$ cat src/rtl/bsg_two_fifo_if.sv
// Handshake bundle for bsg_two_fifo: a valid/ready producer side and a
// valid/yumi consumer side.
interface bsg_two_fifo_if #(
    parameter int width_p = 16
);
    logic               v_i;
    logic [width_p-1:0] data_i;
    logic               ready_o;
    logic               v_o;
    logic [width_p-1:0] data_o;
    logic               yumi_i;

    modport master (
        output v_i, data_i, yumi_i,
        input  ready_o, v_o, data_o
    );

    modport slave (
        input  v_i, data_i, yumi_i,
        output ready_o, v_o, data_o
    );
endinterface

$ cat src/rtl/bsg_two_fifo.sv
// Two-entry FIFO with zero-latency head output and no data_i bypass.
// State is carried entirely by the write/read pointers and the full flag.
module bsg_two_fifo #(
    parameter int width_p                 = 16,
    parameter int ready_THEN_valid_p      = 0,
    parameter int allow_enq_deq_on_full_p = 0
) (
    input  logic           clk_i,
    input  logic           reset_i,
    bsg_two_fifo_if.slave  link
);

    logic               wptr_r;
    logic               rptr_r;
    logic               full_r;
    logic [width_p-1:0] mem_r [2];

    logic               ready;
    logic               enq;
    logic               deq;
    logic               full_n;

    always_comb begin
        ready = ~full_r;
        if (allow_enq_deq_on_full_p != 0)
            ready = ~full_r | link.yumi_i;

        enq = link.v_i & ready;
        if (ready_THEN_valid_p != 0)
            enq = link.v_i;

        deq = link.yumi_i;

        // Full only when a lone enqueue makes the pointers meet again.
        full_n = full_r;
        if (enq && !deq && ((~wptr_r) == rptr_r))
            full_n = 1'b1;
        else if (deq && !enq)
            full_n = 1'b0;
    end

    assign link.ready_o = ready;
    assign link.v_o     = full_r | (wptr_r != rptr_r);
    assign link.data_o  = mem_r[rptr_r];

    always_ff @(posedge clk_i) begin
        if (reset_i) begin
            wptr_r <= 1'b0;
            rptr_r <= 1'b0;
            full_r <= 1'b0;
        end else begin
            wptr_r <= wptr_r ^ enq;
            rptr_r <= rptr_r ^ deq;
            full_r <= full_n;
        end
    end

    // Storage is never reset; pointers alone decide what is valid.
    always_ff @(posedge clk_i) begin
        if (enq)
            mem_r[wptr_r] <= link.data_i;
    end

    a_no_yumi_when_empty: assert property (
        @(posedge clk_i) disable iff (reset_i)
        !(link.yumi_i && !link.v_o)
    );

    a_no_enq_when_not_ready: assert property (
        @(posedge clk_i) disable iff (reset_i)
        !((ready_THEN_valid_p != 0) && link.v_i && !link.ready_o)
    );

endmodule

$ cat src/flat_wrapper.sv
// flat-port wrapper written by rule: the top's interface ports become plain ports
module bsg_two_fifo_flat 
#(
    parameter int width_p                 = 16,
    parameter int ready_THEN_valid_p      = 0,
    parameter int allow_enq_deq_on_full_p = 0
)
  (clk_i, reset_i, link_v_i, link_data_i, link_yumi_i, link_ready_o, link_v_o, link_data_o);
  bsg_two_fifo_if #(.width_p(width_p)) link_i ();
  input  logic clk_i;
  input  logic reset_i;
  input wire logic [$bits(link_i.v_i)-1:0] link_v_i;
  input wire logic [$bits(link_i.data_i)-1:0] link_data_i;
  input wire logic [$bits(link_i.yumi_i)-1:0] link_yumi_i;
  output wire logic [$bits(link_i.ready_o)-1:0] link_ready_o;
  output wire logic [$bits(link_i.v_o)-1:0] link_v_o;
  output wire logic [$bits(link_i.data_o)-1:0] link_data_o;
  assign link_i.v_i = link_v_i;
  assign link_i.data_i = link_data_i;
  assign link_i.yumi_i = link_yumi_i;
  assign link_ready_o = link_i.ready_o;
  assign link_v_o = link_i.v_o;
  assign link_data_o = link_i.data_o;
  bsg_two_fifo #(.width_p(width_p), .ready_THEN_valid_p(ready_THEN_valid_p), .allow_enq_deq_on_full_p(allow_enq_deq_on_full_p)) u_core (.clk_i(clk_i), .reset_i(reset_i), .link(link_i));
endmodule
$ cat config.mk
export PLATFORM = sky130hd
export DESIGN_NAME = bsg_two_fifo_flat
export DESIGN_NICKNAME = d
export VERILOG_FILES = /design/src/rtl/bsg_two_fifo_if.sv /design/src/rtl/bsg_two_fifo.sv /design/src/flat_wrapper.sv
export SDC_FILE = /design/constraint.sdc
export NUM_CORES = 1
export LEC_CHECK = 0
export CAP_MARGIN = 20
export CORE_ASPECT_RATIO = 2
export CORE_MARGIN = 5
export CORE_UTILIZATION = 46
export CTS_CLUSTER_DIAMETER = 200
export DETAILED_ROUTE_END_ITERATION = 7
export GPL_ROUTABILITY_DRIVEN = 0
export MAX_ROUTING_LAYER = met4
export PLACE_DENSITY = 0.78
export SLEW_MARGIN = 25
export SYNTH_ARGS = -nofsm -noshare
export SYNTH_HDL_FRONTEND = slang
export SYNTH_SLANG_ARGS = --single-unit
export TNS_END_PERCENT = 10
$ cat constraint.sdc
create_clock -name clk_i -period 1.9 [get_ports clk_i]
set_clock_uncertainty 0.2 [all_clocks]
set_input_delay 0.285 -clock clk_i [delete_from_list [all_inputs] [get_ports clk_i]]
set_output_delay 0.285 -clock clk_i [all_outputs]
set_load 0.005 [all_outputs]
## After elaboration in Yosys (flattened, before gate mapping)

Memory sizes are Yosys's and may differ from the RTL's. A register that Yosys moved wholly into a read port is not among the register bits.
Index checks and enable logic that the tools add are counted.

| storage, ports and cells | value |
|---|---|
| register bits | 3 |
| memory bits (writable) | 32 |
| bits of input ports | 20 |
| output and inout bits | 18 |
| logic and storage cells | 23 |
| memories kept | 1 |

| operators by class | value |
|---|---|
| eq/ne operators | 2 |
| multiplexer cells | 5 |
| bitwise operators | 6 |
| reductions and logical operators | 6 |

Memories:

| memory | words | width | read ports | clocked after memory_dff | write ports | RTL line | text |
|---|---|---|---|---|---|---|---|
| u_core.mem_r | 2 | 16 | 1 | 1 | 1 | bsg_two_fifo.sv:16 | `logic [width_p-1:0] mem_r [2];` |

Operators with widths:

| kind | count |
|---|---|
| 1-bit two-way mux | 5 |
| 1-bit logical AND | 3 |
| 1-bit zero test | 2 |
| 1-bit inverter | 2 |
| 2-bit nonzero test | 1 |
| 1-bit bitwise XOR | 2 |
| 1-bit AND | 1 |
| 1-bit equality test | 1 |
| 1-bit inequality test | 1 |
| 1-bit OR | 1 |

## Logic depth before layout (Yosys ltp)

| logic depth | value |
|---|---|
| depth after elaboration | 6 |
| mapped depth | 4 |
| depth with buffers taken out | 3 |

## Least setup slack after synthesis

Ideal clock, no wire load.

| timing | value |
|---|---|
| path kind | input-to-reg |
| start | in link_v_i |
| end | mem u_core.mem_r[1][0], enable pin |
| setup time | 0.374 ns |
| data arrival time | 0.935 ns |
| data required time | 1.326 ns |
| slack | 0.391 ns |
| stages | 2 |
| path buffers | 0 |
| cell sequence | nor2b_1 ha_1 |

| between the ends | value |
|---|---|
| word-level cells in the longest chain between the ends | 3 |

RTL lines:

| what | RTL line | text |
|---|---|---|
| start, declared | flat_wrapper.sv:12 | `input wire logic [$bits(link_i.v_i)-1:0] link_v_i;` |
| 1-bit AND | bsg_two_fifo.sv:28 | `enq = link.v_i & ready;` |
| 1-bit two-way mux | bsg_two_fifo.sv:60 | `if (enq)` |
| 1-bit two-way mux (implied by the code) | bsg_two_fifo.sv:61 | `mem_r[wptr_r] <= link.data_i;` |
| end, declared | bsg_two_fifo.sv:16 |  |

No other way between the ends.

==> metrics.txt <==
Clock Tree Buf Depth=2; slew at the pin closest to its max-slew limit=0.2342 ns; root buf cell=sky130_fd_sc_hd__clkbuf_8; highest net fanout along the worst path=8; initial DRC count=9; worst min-delay path class=flip-flop to flip-flop; top cell type's share of synthesized area=70.52%; most common flop cell mapped by yosys=sky130_fd_sc_hd__edfxtp_1; biggest area consumer among synthesized cells=sky130_fd_sc_hd__edfxtp_1; Final Net Count=136; number of standard-cell rows in the floorplan=28; hold violation count in the final report=0; cts hold-fix bufs=0; Post-Syn Instances=65; floorplan die height=86.97 um; Post-synth EDFFs=32; number of optimization iterations in the first detailed-route pass=2; number of antenna violations at the first check in global routing=0; final setup fails=0; ordered cell list for the critical path=buf_12 > mux2_2 > dlygate4sd2_1; remaining global-route overflow=0; number of cells on the worst hold path=2; wire length of the first global-routing pass=3877 um; Routed wire per std cell=16.48 um; power density over cell area=886.9 nW/um2; cell family with the largest share of critical-path delay=flip-flops; static leakage=0.0007241 uW; maximum cell stage delay along the critical path=0.39 ns; top-count cell post-synth=sky130_fd_sc_hd__edfxtp_1; max capacitance violation total=0; Net Count, Synth=87; warnings from Yosys=0; Tcrit/Tclk final=98.64%; maximum level of the CTS H-tree=2; io pins=38; endpoint arrival time on the critical path=1.39 ns; minimum setup slack after placement=0.04718 ns; clk slew on worst S/H paths=0.06 ns; layout cells sized above 1=26.96%; area of the die=4217 um2; ys async rst share=0%; maximum ir drop on the vdd rail=0.0008006 V; final routed wirelength across all metal layers=2390 um; run status=completed; CTS Buf Count=5; largest net degree at the start of global routing=13; worst hold path startpoint=u_core.full_r$_SDFFE_PP0P_; post-synthesis instance area=1363 um2; post-detail-place hpwl=1801 um; clock latency on the worst-skew pair=0.28 ns; routed vias/inst=4.959; setup slack of the critical path after layout=0.02588 ns; relative max-transition margin=84.36%; setup repair after global routing missed its margin=true; count of clock tree sinks=35; total of fill cells in the finished design=226; shortest period the worst path allows=1.874 ns; overall die width=48.49 um; startpoint of the worst register-to-register path=u_core.full_r$_SDFFE_PP0P_; DRC viols=0; count of cells along the worst register-to-register path=3; DRT antenna net count=0; flip-flop and latch count after synthesis=35; register-to-register setup slack=0.51 ns; Fmax=533.6 MHz; Seq/Total Area, Yosys=74.93%; Setup crit start kind=flip-flop; Setup crit end kind=primary output; Std-Cell Core Area=2908 um2; count of unique library cells instantiated by Yosys=15; main area contributors after synthesis=sky130_fd_sc_hd__edfxtp_1, sky130_fd_sc_hd__mux2_4, sky130_fd_sc_hd__mux2_2, sky130_fd_sc_hd__dfxtp_1, sky130_fd_sc_hd__ha_1; via count=719; overall fraction of global-route tracks in use=12.79%; critical path's slowest cell=sky130_fd_sc_hd__dfxtp_4; vias in the first global route=826; number of port buffers=37; clock tree from TritonCTS=done; number of slew-limit violations in the final report=0; worst setup path class=flip-flop to primary output; reg-to-reg critical path endpoint=u_core.mem_r[0][0]$_DFFE_PP_; total inserted antenna cells=0; Post-synth top cells=sky130_fd_sc_hd__edfxtp_1, sky130_fd_sc_hd__mux2_2, sky130_fd_sc_hd__mux2_4; WHS Endpoint=u_core.full_r$_SDFFE_PP0P_; average instance area after synthesis=20.96 um2; final hold slack=0.3531 ns; Worst Path Required=1.41 ns; initial core utilization=46.86%; worst path buffer plus inverter count=2; signed area change from the synthesized netlist to the final layout=40.86%
cell usage in the layout, fill, tap and decap left out:
cell,instances
sky130_fd_sc_hd__clkdlybuf4s15_1,4
sky130_fd_sc_hd__xnor2_1,1
sky130_fd_sc_hd__buf_4,4
sky130_fd_sc_hd__dfxtp_4,1
sky130_fd_sc_hd__buf_12,2
sky130_fd_sc_hd__nor2b_1,1
sky130_fd_sc_hd__edfxtp_1,32
sky130_fd_sc_hd__buf_16,1
sky130_fd_sc_hd__dlygate4sd2_1,12
sky130_fd_sc_hd__ha_1,2
sky130_fd_sc_hd__clkbuf_1,1
sky130_fd_sc_hd__clkbuf_8,5
sky130_fd_sc_hd__dfxtp_1,2
sky130_fd_sc_hd__clkinv_1,2
sky130_fd_sc_hd__mux2_2,8
sky130_fd_sc_hd__inv_1,2
sky130_fd_sc_hd__clkdlybuf4s50_1,20
sky130_fd_sc_hd__o32ai_2,1
sky130_fd_sc_hd__mux2_4,8
sky130_fd_sc_hd__nand2_1,1
sky130_fd_sc_hd__dlymetal6s2s_1,1
sky130_fd_sc_hd__xnor2_4,1
sky130_fd_sc_hd__nor2_1,2
sky130_fd_sc_hd__or3b_1,1
timing repair:
action / CTS / global route
gates cloned: 1 / 0
hold endpoints to repair: 0 / 0
setup endpoints to repair: 17 / 9
resized for setup: 18 / 7
buffers inserted: 0 / 0
worst min-delay path, cell delays in order (launching register included):
cell and delay, ns:
sky130_fd_sc_hd__dfxtp_1 0.31, sky130_fd_sc_hd__inv_1 0.10, sky130_fd_sc_hd__o32ai_2 0.10
metrics by stage:
stage | power (uW) | instances | cell area [um2] | TNS, ns | utilization (%)
after CTS | 1721 | 145 | 1906 | -0.8366 | 65.53
final | 1702 | 145 | 1919 | 0 | 66.01
after global routing | 1788 | 145 | 1919 | -0.1107 | 66.01
after global placement | 1239 | 136 | 1809 | 0 | 62.22
after detailed placement | 1251 | 136 | 1809 | 0 | 62.22
after floorplan | 1073 | 65 | 1363 | 0 | -
sequential cells by signal, summed over array words and instances, names as in the netlist:
| name | flops |
|---|---|
| u_core.rptr_r | 1 |
| u_core.wptr_r | 1 |
| u_core.mem_r | 32 |
| u_core.full_r | 1 |
final cells by class:
| type | count | area [um2] | area share [%] |
|---|---|---|---|
| sequential | 35 | 1025 | 53.39 |
| timing repair buffer | 44 | 455.4 | 23.73 |
| multi-input combinational | 26 | 314.1 | 16.36 |
| clock buffer | 6 | 72.57 | 3.781 |
| tap | 30 | 37.54 | 1.956 |
| clock inverter | 2 | 7.507 | 0.3911 |
| inverter | 2 | 7.507 | 0.3911 |
per-layer routing:
metal | vias up | part of all wire, % | GRT usage (%) | wire (um)
met1 | 346 | 29 | 10.41 | 703
met2 | 20 | 62 | 23.45 | 1486
met4 | 0 | 2.8 | 8.088 | 66
met3 | 6 | 5.6 | 4.288 | 134
li1 | 347 | - | - | -
met5 | - | 0 | - | 0
worst max-delay path by stage:
stage	startpoint	endpoint	slack, ns	cells after the start
after floorplan	link_v_i	u_core.mem_r[1][0]$_DFFE_PP_	0.39	2
after global routing	u_core.rptr_r$_SDFF_PP0_	link_data_o[13]	-0.03	3
final	u_core.rptr_r$_SDFF_PP0_	link_data_o[3]	0.03	3
after global placement	link_v_i	u_core.mem_r[1][13]$_DFFE_PP_	0.08	4
after CTS	u_core.rptr_r$_SDFF_PP0_	link_v_o	-0.10	4
after detailed placement	link_v_i	u_core.mem_r[0][13]$_DFFE_PP_	0.05	4
cells by family (layout without fill, tap and decap cells):
kind of cell / after synthesis / count (layout) / share of synthesized area [%]
buffers and inverters: 4 / 54 / 2.847
AOI/OAI and AO/OA: 1 / 1 / 1.194
muxes: 16 / 16 / 15.43
adders and majority gates: 2 / 2 / 1.836
DFF: 35 / 35 / 74.93
and+or+nand+nor: 5 / 5 / 1.929
xor gates and xnor gates: 2 / 2 / 1.837
where the power goes:
group / total, uW / switching [uW] / internal (uW)
logic: 296 / 105 / 192
registers: 926 / 21.8 / 904
clock network: 480 / 230 / 249
No activity file was read; power rests on OpenSTA's default activity.
